File: src/rtl/seg_scan_driver.sv
// Six-digit time-multiplexed 7-segment driver: shadowed digits, free-running
// slot prescaler, per-digit decode/blank lanes, registered active-low outputs.

module seg_lane #(
  parameter bit LAST = 1'b0
) (
  input  logic [3:0] digit,
  input  logic       lead_zero,
  input  logic       blank_lz,
  output logic [6:0] seg,
  output logic       zero_out
);
  logic [6:0] dec;
  logic       blank;

  always_comb begin
    dec = 7'h7F;
    unique case (digit)
      4'h0: dec = 7'h40;
      4'h1: dec = 7'h79;
      4'h2: dec = 7'h24;
      4'h3: dec = 7'h30;
      4'h4: dec = 7'h19;
      4'h5: dec = 7'h12;
      4'h6: dec = 7'h02;
      4'h7: dec = 7'h78;
      4'h8: dec = 7'h00;
      4'h9: dec = 7'h10;
      4'hA: dec = 7'h08;
      4'hB: dec = 7'h03;
      4'hC: dec = 7'h46;
      4'hD: dec = 7'h21;
      4'hE: dec = 7'h06;
      4'hF: dec = 7'h0E;
      default: dec = 7'h7F;
    endcase
  end

  // lead_zero means every more-significant digit is zero; the last digit is never blanked
  assign zero_out = lead_zero && (digit == 4'h0);
  assign blank    = !LAST && blank_lz && zero_out;
  assign seg      = blank ? 7'h7F : dec;
endmodule

module seg_scan_driver #(
  parameter int CLK_DIV = 50000
) (
  input  logic       clk,
  input  logic       rst_n,
  input  logic       load,
  input  logic [3:0] d1,
  input  logic [3:0] d2,
  input  logic [3:0] d3,
  input  logic [3:0] d4,
  input  logic [3:0] d5,
  input  logic [3:0] d6,
  input  logic       blank_lz,
  output logic [6:0] seg,
  output logic [5:0] an,
  output logic       frame_done
);
  localparam int NUM_LANES = 6;
  localparam int CW = (CLK_DIV > 1) ? $clog2(CLK_DIV) : 1;
  localparam logic [2:0] POS_FIRST = 3'd0;
  localparam logic [2:0] POS_LAST  = 3'd5;

  logic [CW-1:0]                  cnt;
  logic                           tick;
  logic [2:0]                     pos, pos_next;
  logic [NUM_LANES-1:0][3:0]      sh;
  logic [NUM_LANES-1:0][6:0]      lane_seg;
  logic [NUM_LANES:0]             zchain;

  assign tick     = (cnt == CW'(CLK_DIV - 1));
  assign pos_next = (pos == POS_LAST) ? POS_FIRST : pos + 3'd1;
  assign zchain[0] = 1'b1;

  genvar i;
  generate
    for (i = 0; i < NUM_LANES; i++) begin : g_lane
      seg_lane #(.LAST(i == NUM_LANES - 1)) u_lane (
        .digit    (sh[i]),
        .lead_zero(zchain[i]),
        .blank_lz (blank_lz),
        .seg      (lane_seg[i]),
        .zero_out (zchain[i+1])
      );
    end
  endgenerate

  always_ff @(posedge clk) begin
    if (!rst_n) begin
      cnt <= '0;
    end else begin
      cnt <= tick ? '0 : cnt + 1'b1;
    end
  end

  // Shadow is written non-blocking, so a load on a tick edge still shows old data this slot
  always_ff @(posedge clk) begin
    if (!rst_n) begin
      sh <= '0;
    end else if (load) begin
      sh <= {d6, d5, d4, d3, d2, d1};
    end
  end

  always_ff @(posedge clk) begin
    if (!rst_n) begin
      pos        <= POS_LAST;
      seg        <= 7'h7F;
      an         <= 6'h3F;
      frame_done <= 1'b0;
    end else begin
      frame_done <= tick && (pos == POS_LAST);
      if (tick) begin
        pos <= pos_next;
        seg <= lane_seg[pos_next];
        an  <= ~(NUM_LANES'(1) << pos_next);
      end
    end
  end
endmodule

File: config.mk
export PLATFORM = sky130hd
export DESIGN_NAME = seg_scan_driver
export DESIGN_NICKNAME = d
export VERILOG_FILES = /design/src/rtl/seg_scan_driver.sv
export SDC_FILE = /design/constraint.sdc
export NUM_CORES = 1
export LEC_CHECK = 0
export CAP_MARGIN = 25
export CORE_MARGIN = 1.5
export CORE_UTILIZATION = 40
export DETAILED_ROUTE_END_ITERATION = 10
export SYNTH_ARGS = -nofsm -noshare
export SYNTH_HDL_FRONTEND = slang
export SYNTH_SLANG_ARGS = --single-unit
File: constraint.sdc
create_clock -name clk -period 5.3 [get_ports clk]
set_clock_uncertainty 0.1 [all_clocks]
set_input_delay 1.59 -clock clk [delete_from_list [all_inputs] [get_ports clk]]
set_output_delay 1.59 -clock clk [all_outputs]
set_load 0.005 [all_outputs]
### Word-level counts from Yosys, hierarchy flattened

Memories as Yosys holds them, arrays and structs flattened. A register that Yosys moved wholly into a read port is not among the register bits.
Cells that the tools add are included.

* bits in registers: 57
* latch bits: 0
* memory bits (writable): 0
* bits in read-only memories: 672
* input bits: 28
* output and inout bits: 14
* word-level logic and storage cells: 61
* memories: 6

Memories
* (name not given): depth 16, bits a word 7, rd ports 1, clocked after Yosys merged registers in 1, write ports 0, line 18 `unique case (digit)`
* (name not given): depth 16, bits a word 7, rd ports 1, clocked after Yosys merged registers in 1, write ports 0, line 18
* (name not given): depth 16, bits a word 7, rd ports 1, clocked after Yosys merged registers in 1, write ports 0, line 18
* (name not given): depth 16, bits a word 7, rd ports 1, clocked after Yosys merged registers in 1, write ports 0, line 18
* (name not given): depth 16, bits a word 7, rd ports 1, clocked after Yosys merged registers in 1, write ports 0, line 18
* (name not given): depth 16, bits a word 7, rd ports 1, clocked after Yosys merged registers in 1, write ports 0, line 18

* add/subtract/negate cells: 2
* $mul: 0
* divide/modulo/power cells: 0
* $lt $le $gt $ge: 1
* equality and inequality tests: 2
* shift-type cells: 1
* multiplexer cells: 20
* bitwise gates (word level): 2
* reductions and logical operators: 16

Operators with widths (number)
* $mux W4: 12
* $mux W7: 6
* $bmux W7 S3: 1
* $logic_not A4 Y1: 5
* $add A16 B1 Y16 const B: 1
* $eq A16 B16 Y1 const B: 1
* $logic_and A1 B1 Y1: 10
* $not A6 Y6: 1
* $shl A1 B3 Y6 const A: 1
* $lt A3 B4 Y1 const B: 1
* $add A3 B1 Y3 const B: 1
* $eq A3 B3 Y1 const B: 1
* $mux W3: 1
* $reduce_or A2 Y1: 1
* $not A1 Y1: 1

### Longest topological paths before layout

Gate-level depths: netlist of the first run.

* depth in word-level cells: 9
* depth in mapped cells: 10
* depth with buffers taken out: 8

### Cells and area by module

Synthesis of the first run repeated with hierarchy kept, for this count alone.

* cell total of the unflattened synthesis: 492
* area total of the unflattened synthesis: 4426.7 sq um

Modules (own cells, without submodules)
* seg_scan_driver: times used 1, cells each 259, area an instance 2456.1 sq um, seq. area each 1141.1 sq um
* seg_lane at g_lane[0].u_lane ...: times used 5, cells each 40, area an instance 337.8 sq um, seq. area each 0.0 sq um
* seg_lane at g_lane[5].u_lane: times used 1, cells each 33, area an instance 281.5 sq um, seq. area each 0.0 sq um

### Worst setup path before layout of the first run

Ideal clock, no wire load.

* kind: input-to-reg
* from: in load
* to: reg, netlist name g_lane[5].u_lane.seg[3]
* setup time: 134 ps
* data arrival time: 3215 ps
* required time: 5066 ps
* path slack: 1851 ps
* stages: 7
* buffers on the path: 2
* cells stage by stage: buf_2 buf_2 mux2_2 nand2_1 inv_1 ha_1 mux4_2

* longest elaborated chain between the ends: 2

Ends and longest elaborated chain
* from (decl): line 50 `input logic load,`
* $mux W4 (no source line) (2 in series)

No other way between the ends.
A chain may end at the register's enable or synchronous reset.

### Worst setup path after layout of the first run

* from: in load
* to: reg, netlist name g_lane[3].u_lane.dec[3]

* longest elaborated chain between the ends: 2

Ends and longest elaborated chain
* $mux W4 (no source line) (2 in series)

No other way between the ends.

==> key figures, run 1 <==
Outcome
  – Outcome: complete, no violations

Global route
  – GRT met2 Usage: 27.3%
  – GRT Max-Usage Layer: met2
  – First-pass GRT wire length: 18,200 um
  – Total track usage: 17.4%
  – Met1 usage: 23.2%
  – Vias in the first global route: 3,737
  – GRT Residual Overflow: 0
  – Met3 usage: 4.45%
  – Largest net degree at the start of global routing: 29
  – Initial antenna violation count: 0

Placed design
  – Final weighted congestion in routability-driven placement: 0.854
  – PortBufs: 41
  – Dpl ws: 0.994 ns
  – Dpl cell area: 5590 um2
  – Detail Placement HPWL: 8190 um

Setup path
  – Crit end category: flip-flop
  – Critical path type: input pin to flip-flop
  – Crit path max-delay family: buffers and inverters
  – Crit path depth: 9
  – CP cell instances: clkdlybuf4s50_1 -> buf_4 -> mux2_2 -> nand2_1 -> inv_1 -> ha_1 -> nor2_1 -> a211o_1 -> o21ai_0
  – Worst endpoint required time: 5.42 ns
  – Critical Path Fanout Max: 13
  – Crit-path max cell delay: 0.86 ns
  – CP max stage cell: clkdlybuf4s50_1
  – Worst Path Arrival: 4.11 ns
  – Critical Path Source Type: input pin
  – Reg2Reg Depth: 4
  – CP bufs+invs: 3

Synth
  – Top-count cell post-synth: dfxtp_1
  – Main flop type after synthesis: dfxtp_1
  – Post-Synthesis Cells: 558
  – Synth cell count leaders: 99 x dfxtp_1, 58 x nand2_1, 49 x inv_1, 42 x nor2_1, 37 x ha_1
  – Distinct cells, synth: 57
  – Net count after synthesis: 623
  – EDFF count, synth: 0
  – Post-synth top area share: 38.9%
  – Asr flop ratio synth: 0%
  – Ys Warns: 0
  – Register area share after synthesis: 38.9%
  – Syn_area_per_cell: 9.13 um2
  – Top cells by area, synth: dfxtp_1 39%, ha_1 9.1%, mux2_2 6.2%, nand2_1 4.3%, mux2i_1 4.1%
  – Cell taking the most area after synthesis: dfxtp_1
  – Synthesized flop and latch total: 99
  – Synthesized area: 5090 um2

Routing
  – Vias per inst: 5.16
  – DRC violations left: 0
  – Antenna-violating nets left: 0
  – Vias: 3,936
  – Wire per inst: 14.6 um
  – Initial DRC count: 211
  – Final wirelength: 11,100 um
  – TritonRoute pass-1 iters: 4

Clock network
  – Clock sink total: 99
  – CTS tree: built
  – H-tree levels: 3
  – Worst-Skew Late Latency: 0.35 ns
  – Setup repair bufs after CTS: 0
  – Root Driver: clkbuf_16
  – Clock buffer depth: 2
  – Hold buffer count at CTS: 0
  – Clock-pin transition on the worst setup and hold timing paths: 0.07 ns
  – CTS Buf Count: 9
  – Post_cts resized: 0

Timing
  – RSZ-0062 raised after global routing: false
  – Period minus WS final: 3.98 ns
  – Pins Over Slew Limit: 0
  – Slew HR: 42.7%
  – Final setup TNS: 0 ns
  – Highest clock rate: 0.251 GHz
  – Period Utilization, post-route: 75.2%
  – Least-Margin Pin Slew: 0.858 ns
  – Final Setup Violations: 0
  – Final hold vios: 0
  – Final worst slack: 1.32 ns

Finish
  – Number of diodes: 0
  – Fin area: 5920 um2
  – Area growth, synth to finish: 16.2%
  – Fill cells: 1,226
  – Final #Nets: 651
  – Layout cell share with drive strength beyond 1: 11.2%

Power and ir drop
  – Pint: 1.32 mW
  – PD cells: 295 nW/um2
  – Switching power: 427 uW
  – Combinational power share: 12.7%
  – Sequential group share of total power: 46.5%
  – Sw frac: 24.5%
  – P_leak: 2.74 nW
  – Clk pwr share: 40.9%
  – Peak VDD IR: 0.157 mV

Worst hold path
  – Worst Hold Path Cells: 1
  – Hold crit path type: flip-flop to flip-flop

Floorplan
  – Die H: 116 um
  – Starting density of the core: 40.7%
  – Num rows: 41
  – Core area: 12,500 um2
  – Die area: 13,400 um2
  – Chip width: 116 um
  – IO Pins: 42

Job
  – Max_cap viols: 0
==> worst register-to-register path, cell delays in order (launching register included) <==
cell and delay (ns):
dfxtp_1 0.88, nor3b_1 0.68, a31oi_1 0.22, o41ai_1 0.35, a2bb2oi_1 0.12
==> final timing paths <==
kind	from	end	slack, ns
setup reg to reg	pos[0]	seg[5]	2.83
hold / removal	cnt[0]	cnt[0]	0.37
hold reg to reg	cnt[0]	cnt[0]	0.37
setup / recovery	load	g_lane[3].u_lane.dec[3]	1.32
==> power groups by stage <==
stage                     sequential (mW)  clock, mW  combinational, mW
after global routing                0.814      0.764              0.245
after floorplan                     0.818          0              0.162
after CTS                           0.811      0.736              0.221
final                               0.811      0.713              0.221
after global placement              0.827          0              0.214
after detailed placement            0.828          0              0.219
==> layer usage <==
metal | part of all wire [%] | vias to the layer above
li1 | - | 2010
met1 | 48 | 1835
met2 | 46 | 70
met3 | 4.5 | 21
met4 | 2.3 | 0
met5 | 0 | -
==> cells by family after synthesis <==
family	Yosys count	synth area share [%]
XOR/XNOR	14	2.41
buffers and inverters	75	6.34
flip-flops	99	38.9
adder cells (fa/ha/maj)	37	9.09
AND/OR/NAND/NOR	175	17.8
AO/OA/AOI/OAI	106	13.8
multiplexers	52	11.6
==> sequential cells by signal (all words and copies together) (netlist names) <==
name / count
frame_done: 1
pos: 3
sh: 24
g_lane.u_lane.dec: 35
g_lane.u_lane.seg: 7
seg: 7
an: 6
cnt: 16
==> area by class of cell <==
cell class,instances,area [um2],share of cell area (%)
clock buffer,11,243,4.10
tap,172,215,3.64
timing repair buffer,43,420,7.11
sequential,99,1980,33.5
inverter,49,184,3.11
clock inverter,5,85.1,1.44
multi-input combinational,384,2790,47.1
==> placed cells by master, fill, tap and decap left out, types with 3 or more instances in the layout <==
cell type,Yosys,layout
o22ai_1,22,22
or4_1,4,4
o211ai_1,3,3
o21ai_0,25,25
nor2_1,42,42
xor2_1,9,9
xnor2_1,5,5
a21oi_1,20,20
mux2i_1,21,21
nor4_1,3,3
ha_1,37,37
nand2_2,7,7
dfxtp_1,99,99
mux2_2,28,28
a31oi_1,5,5
nor3b_1,3,3
a211o_1,5,5
clkdlybuf4s50_1,0,40
clkbuf_16,0,9
and3_1,6,6
nand2b_1,6,6
nor3_1,5,5
nand2_1,58,58
nand3_1,20,20
inv_1,49,49
a211oi_1,6,6
mux4_2,3,3
o32ai_1,6,6
nand4_1,5,5
==> per-stage QoR <==
| stage | std cells | total power [mW] | hold WS (ns) | utilization, % |
|---|---|---|---|---|
| 2_1_floorplan | 558 | 0.980 | 0.318 | - |
| 3_3_place_gp | 747 | 1.04 | 0.327 | 44.7 |
| 3_5_place_dp | 747 | 1.05 | 0.350 | 44.7 |
| 4_1_cts | 763 | 1.77 | 0.366 | 47.3 |
| 5_1_grt | 763 | 1.82 | 0.394 | 47.3 |
| 6_report | 763 | 1.74 | 0.365 | 47.3 |
Note: power is estimated with default switching activity, not from simulation.
==> run 2, diff against run 1 <==
- clock period: 5.3 -> 3.7 ns (I/O delays scaled with it)
==> key figures, run 2 (synthesis results as in run 1) <==
Floorplan
  – Num rows: 41
  – Die area: 13,400 um2
  – Core area: 12,500 um2
  – IO Pins: 42
  – Chip width: 116 um
  – Die H: 116 um
  – Starting density of the core: 40.7%

Routing
  – Initial DRC count: 277
  – Antenna-violating nets left: 0
  – DRC violations left: 0
  – Vias per inst: 5.15
  – TritonRoute pass-1 iters: 5
  – Vias: 3,972
  – Final wirelength: 11,100 um
  – Wire per inst: 14.4 um

Setup path
  – Critical path type: input pin to flip-flop
  – Critical Path Source Type: input pin
  – Crit end category: flip-flop
  – CP max stage cell: clkdlybuf4s50_1
  – Worst Path Arrival: 3.26 ns
  – Critical Path Fanout Max: 16
  – Worst endpoint required time: 3.83 ns
  – R2R setup slack: 1.42 ns
  – CP bufs+invs: 3
  – Crit-path max cell delay: 0.67 ns
  – Crit path max-delay family: buffers and inverters
  – CP cell instances: clkdlybuf4s50_1 -> buf_12 -> mux2_2 -> nand2_1 -> inv_1 -> ha_1 -> nor2_1 -> a211o_1 -> o21ai_0

Clock network
  – Root Driver: clkbuf_16
  – Clock buffer depth: 2
  – Worst-Skew Late Latency: 0.35 ns
  – Setup repair bufs after CTS: 0
  – Post_cts resized: 0
  – CTS Buf Count: 9
  – Clock sink total: 99
  – Clock-pin transition on the worst setup and hold timing paths: 0.07 ns
  – H-tree levels: 3
  – CTS tree: built
  – Hold buffer count at CTS: 0

Power and ir drop
  – Clk pwr share: 37.0%
  – P_leak: 2.76 nW
  – Switching power: 591 uW
  – Combinational power share: 13.7%
  – Peak VDD IR: 0.237 mV
  – Sequential group share of total power: 49.2%
  – Sw frac: 25.1%
  – Pint: 1.77 mW
  – PD cells: 396 nW/um2

Timing
  – Final setup TNS: 0 ns
  – Final Setup Violations: 0
  – Least-Margin Pin Slew: 0.725 ns
  – Period minus WS final: 3.13 ns
  – RSZ-0062 raised after global routing: false
  – Pins Over Slew Limit: 0
  – Final hold vios: 0
  – Hold_ws: 0.348 ns
  – Highest clock rate: 0.319 GHz
  – Slew HR: 51.2%
  – Period Utilization, post-route: 84.6%

Global route
  – Met3 usage: 4.55%
  – First-pass GRT wire length: 18,700 um
  – Vias in the first global route: 3,751
  – Largest net degree at the start of global routing: 31
  – GRT Max-Usage Layer: met2
  – GRT Residual Overflow: 0
  – Total track usage: 17.8%
  – Met1 usage: 24.9%
  – GRT met2 Usage: 27.6%
  – Initial antenna violation count: 0

Finish
  – Fill cells: 1,221
  – Commonest non-fill, non-tap cell in the layout: dfxtp_1
  – Max FFs per register: 35
  – Area growth, synth to finish: 16.8%
  – Final #Nets: 660
  – FF+latch area: 1980 um2
  – Area of the multi-input gates: 2790 um2
  – Most frequent cells in the layout: 99 x dfxtp_1, 58 x nand2_1, 49 x inv_1, 42 x nor2_1, 40 x clkdlybuf4s50_1
  – Layout cell share with drive strength beyond 1: 12.5%
  – Core Util, Final: 47.5%
  – Number of diodes: 0

Placed design
  – PortBufs: 41
  – Detail Placement HPWL: 8360 um
  – Final weighted congestion in routability-driven placement: 0.860

Outcome
  – Outcome: complete, no violations

Job
  – Max_cap viols: 0

Worst hold path
  – Hold crit path type: flip-flop to flip-flop
[run 2: cell types whose count changed in the layout (fill, tap and decap cells not counted)]
cell / previous run / this run
bufinv_16: 2 / 0
buf_4: 2 / 10
clkbuf_8: 1 / 2
clkinv_2: 0 / 2
clkbuf_1: 1 / 0
buf_12: 0 / 1
inv_6: 1 / 0
[run 2: final timing paths]
kind / startpoint / end / depth (start not counted)
worst max-delay path: load / g_lane[2].u_lane.dec[3] / 9
worst min-delay path: cnt[0] / cnt[0] / 1
worst max register to register: pos[0] / seg[5] / 5
worst min register to register: cnt[0] / cnt[0] / 1
[run 2: through the flow]
stage	cell area (um2)	instances	setup WS [ns]	power, mW
6_report	5950	771	0.568	2.36
2_1_floorplan	5090	558	0.731	1.40
4_1_cts	5950	771	0.579	2.39
5_1_grt	5950	771	0.427	2.47
3_5_place_dp	5670	756	0.211	1.51
3_3_place_gp	5670	756	0.286	1.50
[run 2: layout make-up]
| class | count | area share [%] |
|---|---|---|
| sequential | 99 | 33.3 |
| tap | 172 | 3.62 |
| multi-input combinational | 384 | 46.9 |
| timing repair buffer | 52 | 8.41 |
| clock buffer | 11 | 4.25 |
| inverter | 49 | 3.09 |
| clock inverter | 4 | 0.442 |
[run 2: power groups by stage]
stage / Sequential (mW) / Clock (mW) / Combinational, mW
CTS: 1.16 / 0.903 / 0.325
global placement: 1.18 / 0 / 0.320
detailed placement: 1.18 / 0 / 0.323
global route: 1.17 / 0.945 / 0.359
finish: 1.16 / 0.873 / 0.324
floorplan: 1.17 / 0 / 0.232
[run 2: routing by layer]
metal	up-vias	part of all wire (%)
met5	-	0
met4	0	1.2
met3	10	3.8
met2	72	45
met1	1869	50
li1	2021	-
==> run 3, diff against run 2 <==
- clock period: 3.7 -> 3.3 ns (I/O delays scaled with it)
==> key figures, run 3 (synthesis results as in run 1) <==
Power and ir drop
  – P_leak: 2.82 nW
  – PD cells: 442 nW/um2
  – Peak VDD IR: 0.328 mV

Routing
  – TritonRoute pass-1 iters: 4
  – Wire per inst: 14.7 um
  – Initial DRC count: 277
  – Vias: 4,061
  – DRC violations left: 0
  – Final wirelength: 11,500 um
  – Vias per inst: 5.19
  – Antenna-violating nets left: 0

Finish
  – Layout cell share with drive strength beyond 1: 14.2%
  – Fill cells: 1,234
  – Number of diodes: 0
  – Area of the multi-input gates: 2790 um2
  – Final #Nets: 672
  – FF+latch area: 1980 um2
  – Commonest non-fill, non-tap cell in the layout: dfxtp_1
  – Area growth, synth to finish: 18.6%
  – Most frequent cells in the layout: 99 x dfxtp_1, 58 x nand2_1, 49 x inv_1, 42 x nor2_1, 40 x clkdlybuf4s50_1
  – Final std cells w/o fill: 783
  – Max FFs per register: 35

Clock network
  – CTS tree: built
  – Hold buffer count at CTS: 0
  – Clock-pin transition on the worst setup and hold timing paths: 0.06 ns
  – H-tree levels: 3
  – Worst-Skew Late Latency: 0.35 ns
  – Root Driver: clkbuf_16
  – Post_cts resized: 0
  – Clock buffer depth: 2
  – Setup repair bufs after CTS: 0
  – Clock sink total: 99
  – CTS Buf Count: 9

Timing
  – Period Utilization, post-route: 88.1%
  – Pins Over Slew Limit: 0
  – Least-Margin Pin Slew: 0.781 ns
  – Period minus WS final: 2.91 ns
  – RSZ-0062 raised after global routing: false
  – Hold_ws: 0.351 ns
  – Final setup TNS: 0 ns
  – Final hold vios: 0
  – Highest clock rate: 0.344 GHz
  – Final Setup Violations: 0
  – Slew HR: 47.4%

Placed design
  – Placed Cells: 768
  – Detail Placement HPWL: 8550 um
  – PortBufs: 41
  – Final weighted congestion in routability-driven placement: 0.875

Floorplan
  – Chip width: 116 um
  – Die area: 13,400 um2
  – IO Pins: 42
  – Starting density of the core: 40.7%
  – Num rows: 41
  – Core area: 12,500 um2
  – Die H: 116 um

Setup path
  – Critical Path Fanout Max: 21
  – Crit path depth: 7
  – Critical path type: input pin to flip-flop
  – Crit path from: load
  – Reg2Reg Depth: 4
  – Worst Path Arrival: 3.03 ns
  – Critical Path Source Type: input pin
  – CP cell instances: clkdlybuf4s50_1 -> buf_12 -> mux2_2 -> nand2_1 -> inv_1 -> ha_1 -> mux4_2
  – R2R setup slack: 1.14 ns
  – Reg2reg start: pos[1]
  – CP bufs+invs: 3
  – Worst endpoint required time: 3.42 ns
  – CP max stage cell: clkdlybuf4s50_1
  – Crit path max-delay family: buffers and inverters
  – Crit-path max cell delay: 0.50 ns
  – FF-to-FF End: seg[5]
  – Setup crit end: g_lane[5].u_lane.seg[3]
  – Crit end category: flip-flop

Global route
  – Initial antenna violation count: 0
  – Largest net degree at the start of global routing: 23
  – First-pass GRT wire length: 18,600 um
  – Vias in the first global route: 3,864
  – Total track usage: 17.8%
  – GRT Residual Overflow: 0

Job
  – Max_cap viols: 0

Worst hold path
  – Worst Hold Path Cells: 1
  – Hold crit path type: flip-flop to flip-flop

Outcome
  – Outcome: complete, no violations
## run 3: changes by cell type in the layout (fill, tap and decap cells not counted)
| cell | before | now |
|---|---|---|
| buf_4 | 10 | 22 |
## run 3: where the power goes
| part | switching (mW) | leakage, nW | total [mW] | internal, mW |
|---|---|---|---|---|
| clock | 0.443 | 0.137 | 0.989 | 0.547 |
| sequential | 0.0322 | 0.814 | 1.30 | 1.27 |
| combinational | 0.202 | 1.87 | 0.378 | 0.175 |
## run 3: layout make-up
type | count | share of cell area [%]
clock buffer | 11 | 4.19
clock inverter | 4 | 0.435
tap | 172 | 3.56
sequential | 99 | 32.8
inverter | 49 | 3.05
timing repair buffer | 64 | 9.78
multi-input combinational | 384 | 46.2
## run 3: layer usage
| metal | routed length [um] | global-route usage (%) |
|---|---|---|
| met5 | 0 | 0 |
| met4 | 155 | 4.80 |
| met3 | 464 | 4.71 |
| met2 | 5360 | 28.8 |
| met1 | 5530 | 23.6 |
## run 3: how the worst min path moves through the flow
stage	end	slack (ns)	startpoint
floorplan	cnt[0]	0.32	cnt[0]
global placement	cnt[0]	0.33	cnt[0]
detailed placement	cnt[0]	0.34	cnt[0]
CTS	cnt[0]	0.35	cnt[0]
global route	cnt[0]	0.40	cnt[0]
finish	cnt[0]	0.35	cnt[0]
## run 3: through the flow
| stage | total power, mW | cell area, um2 | utilization, % | worst slack, ns |
|---|---|---|---|---|
| finish | 2.67 | 6040 | 48.2 | 0.392 |
| global route | 2.78 | 6040 | 48.2 | 0.313 |
| CTS | 2.69 | 6040 | 48.2 | 0.403 |
| detailed placement | 1.70 | 5760 | 46.0 | 0.0401 |
| global placement | 1.69 | 5760 | 46.0 | 0.126 |
| floorplan | 1.57 | 5090 | - | 0.451 |
==> RTL edit (flow settings as in run 3) <==
Change the parameter `CLK_DIV` from 50000 to 25000.
--- a/src/rtl/seg_scan_driver.sv
+++ b/src/rtl/seg_scan_driver.sv
@@ -44,5 +44,5 @@
 
 module seg_scan_driver #(
-  parameter int CLK_DIV = 50000
+  parameter int CLK_DIV = 25000
 ) (
   input  logic       clk,
Behaviour: no difference found for any inputs over 10 cycles, from zero or initial values and one cycle with rst_n low; that may be too few to reach the edited logic, so the function may still have changed.
==> RTL edit against run 3 <==
Non-clock buffer count grew 2; final area grew 0.70%; setup slack lost 0.013 ns; power grew 3.7%; area after synthesis shrank 0.86%; routed wire length shrank 2.9%; combinational power shrank 2%; sequential cell count shrank 1; critical path type unchanged; highest routed layer unchanged.
==> RTL edit: results (changes against run 3) <==
stage,metric,value,unit,change
run_status,status,finished clean,,
min_path,Hold WC Path Type,flip-flop to flip-flop,,
clock_network,Resized cells post-CTS,0,,unchanged
synthesis,Post-Synthesis Cells,569,,+2.0%
synthesis,post-synth cell types,54,,-5.3%
synthesis,commonest cells in the synthesized netlist,"98 x dfxtp_1, 59 x nand2_1, 49 x inv_1",,
grt,gr usage total,18.0,%,+0.17 points
route,first drt pass iteration count,4,,unchanged
grt,vias in the first global route,3884,,+0.52%
setup_path,CP arrival,3.09,ns,+0.06 ns
synthesis,Syn Nets,634,,+1.8%
route,initial drt markers,243,,-12%
setup_path,worst setup path end,seg[5],,
clock_network,Worst-Skew Late Latency,0.34,ns,
setup_path,RR Endpoint,seg[6],,
grt,largest net degree at the start of global routing,21,,-8.7%
final_layout,layout cells sized above 1,11.8,%,-2.4 points
setup_path,Crit Path Max Fanout,6,,-71%
synthesis,Main synth FF type,dfxtp_1,,
synthesis,async set-or-reset flop fraction in the synthesized netlist,0,%,unchanged
place,Post-DP HPWL,8.61,mm,+0.73%
setup_path,Worst R2R Setup Slack,0.86,ns,-0.28 ns
power,leak pwr,2.82,nW,+0.22%
route,final wirelength,11.2,mm,-2.9%
final_layout,max reg flops,35,,unchanged
setup_path,worst setup path start,blank_lz,,
setup_path,worst reg2reg path startpoint,cnt[0],,
route,via count,4066,,+0.12%
final_layout,fin cells,794,,+1.4%
clock_network,number of CTS-inserted buffers,9,,unchanged
grt,initial antenna violation count,0,,unchanged
sta,Worst Tran Pin Value,1.07,ns,+0.289 ns
place,Final GP Congestion,0.856,,-2.1%
final_layout,ANT cells,0,,unchanged
place,Placed Cells,778,,+1.3%
place,# port buffers,41,,unchanged
clock_network,H-tree levels,3,,unchanged
synthesis,"top cells by area, synth","dfxtp_1 39%, ha_1 9.2%, mux2_2 5.1%",,
grt,first-pass GRT wire length,18.7,mm,+0.37%
synthesis,Ys Warns,0,,unchanged
clock_network,post-CTS setup buffers,0,,unchanged
clock_network,Clock Path Buffers,2,,unchanged
synthesis,sequential area share after synthesis,38.9,%,-0.059 points
power,Max VDD drop,0.000260,V,-21%
clock_network,Root Buffer,clkbuf_16,,
final_layout,post-layout net count,686,,+2.1%
run,max_cap viols,0,,unchanged
clock_network,clock slew at reported path FFs,0.06,ns,about the same
setup_path,R2R cell count,6,,+2
RTL edit: cell types whose count changed in the layout (fill, tap and decap cells not counted), sizes merged, moves of 7 or more:
cell / before / now
nor2: 42 / 33
o21ai: 25 / 45
or3: 1 / 9
nor3: 8 / 1
o21a: 0 / 7
o22ai: 22 / 15
a22o: 0 / 8
RTL edit: routing by layer:
metal,GRT usage (%),share of wire (%),up-vias
met5,0,0,-
met4,6.09,1.2,0
met3,3.43,2.6,8
met2,29.7,46,51
met1,23.5,50,1887
li1,-,-,2120
RTL edit: where the power goes:
| part | internal [W] | total [W] | switching [W] | leakage [nW] |
|---|---|---|---|---|
| clock network | 0.000682 | 0.00111 | 0.000427 | 0.156 |
| registers | 0.00126 | 0.00129 | 0.0000329 | 0.806 |
| logic | 0.000174 | 0.000369 | 0.000195 | 1.86 |
| total | 0.00211 | 0.00277 | 0.000655 | 2.82 |
RTL edit: layout make-up:
cell class / count / area, um^2
multi-input cells: 397 / 2800
flip-flops and latches: 98 / 1960
inverters: 49 / 184
clock inverters: 5 / 77.6
well taps: 168 / 210
clock buffers: 11 / 243
fillers: 1167 / 6080
repair buffers: 66 / 606
RTL edit: kinds of logic (layout without fill, tap and decap cells):
| kind of cell | Yosys count | count (layout) | share of synthesized area, % |
|---|---|---|---|
| buffers and inverters | 74 | 131 | 5.70 |
| AOI/OAI and AO/OA | 146 | 146 | 18.8 |
| and+or+nand+nor | 159 | 159 | 16.0 |
| adders and majority gates | 37 | 37 | 9.17 |
| muxes | 46 | 46 | 9.94 |
| xor gates and xnor gates | 9 | 9 | 1.56 |
| DFF | 98 | 98 | 38.9 |
RTL edit: how the worst min path moves through the flow:
stage | from | to | slack (ns) | depth (start not counted)
after floorplan | cnt[0] | cnt[0] | 0.32 | 1
after global placement | cnt[0] | cnt[0] | 0.33 | 1
after detailed placement | cnt[0] | cnt[0] | 0.35 | 1
after CTS | cnt[0] | cnt[0] | 0.36 | 1
after global routing | cnt[0] | cnt[0] | 0.37 | 1
final | cnt[0] | cnt[0] | 0.36 | 1
RTL edit: critical path, cell delays in order:
cell and delay [ns]:
clkdlybuf4s50_1 0.45, or4b_4 0.48, or4_1 0.63, o21bai_1 0.19, a2111oi_0 0.18, o21ai_1 0.16
RTL edit: metrics by stage:
stage	setup slack, ns	area, um^2	power [W]	utilization [%]
2_1_floorplan	0.172	5050	0.00155	-
3_3_place_gp	0.0535	5760	0.00168	47.4
3_5_place_dp	0.0530	5760	0.00168	47.4
4_1_cts	0.405	6080	0.00280	50.0
5_1_grt	0.283	6080	0.00291	50.0
6_report	0.379	6080	0.00277	50.0
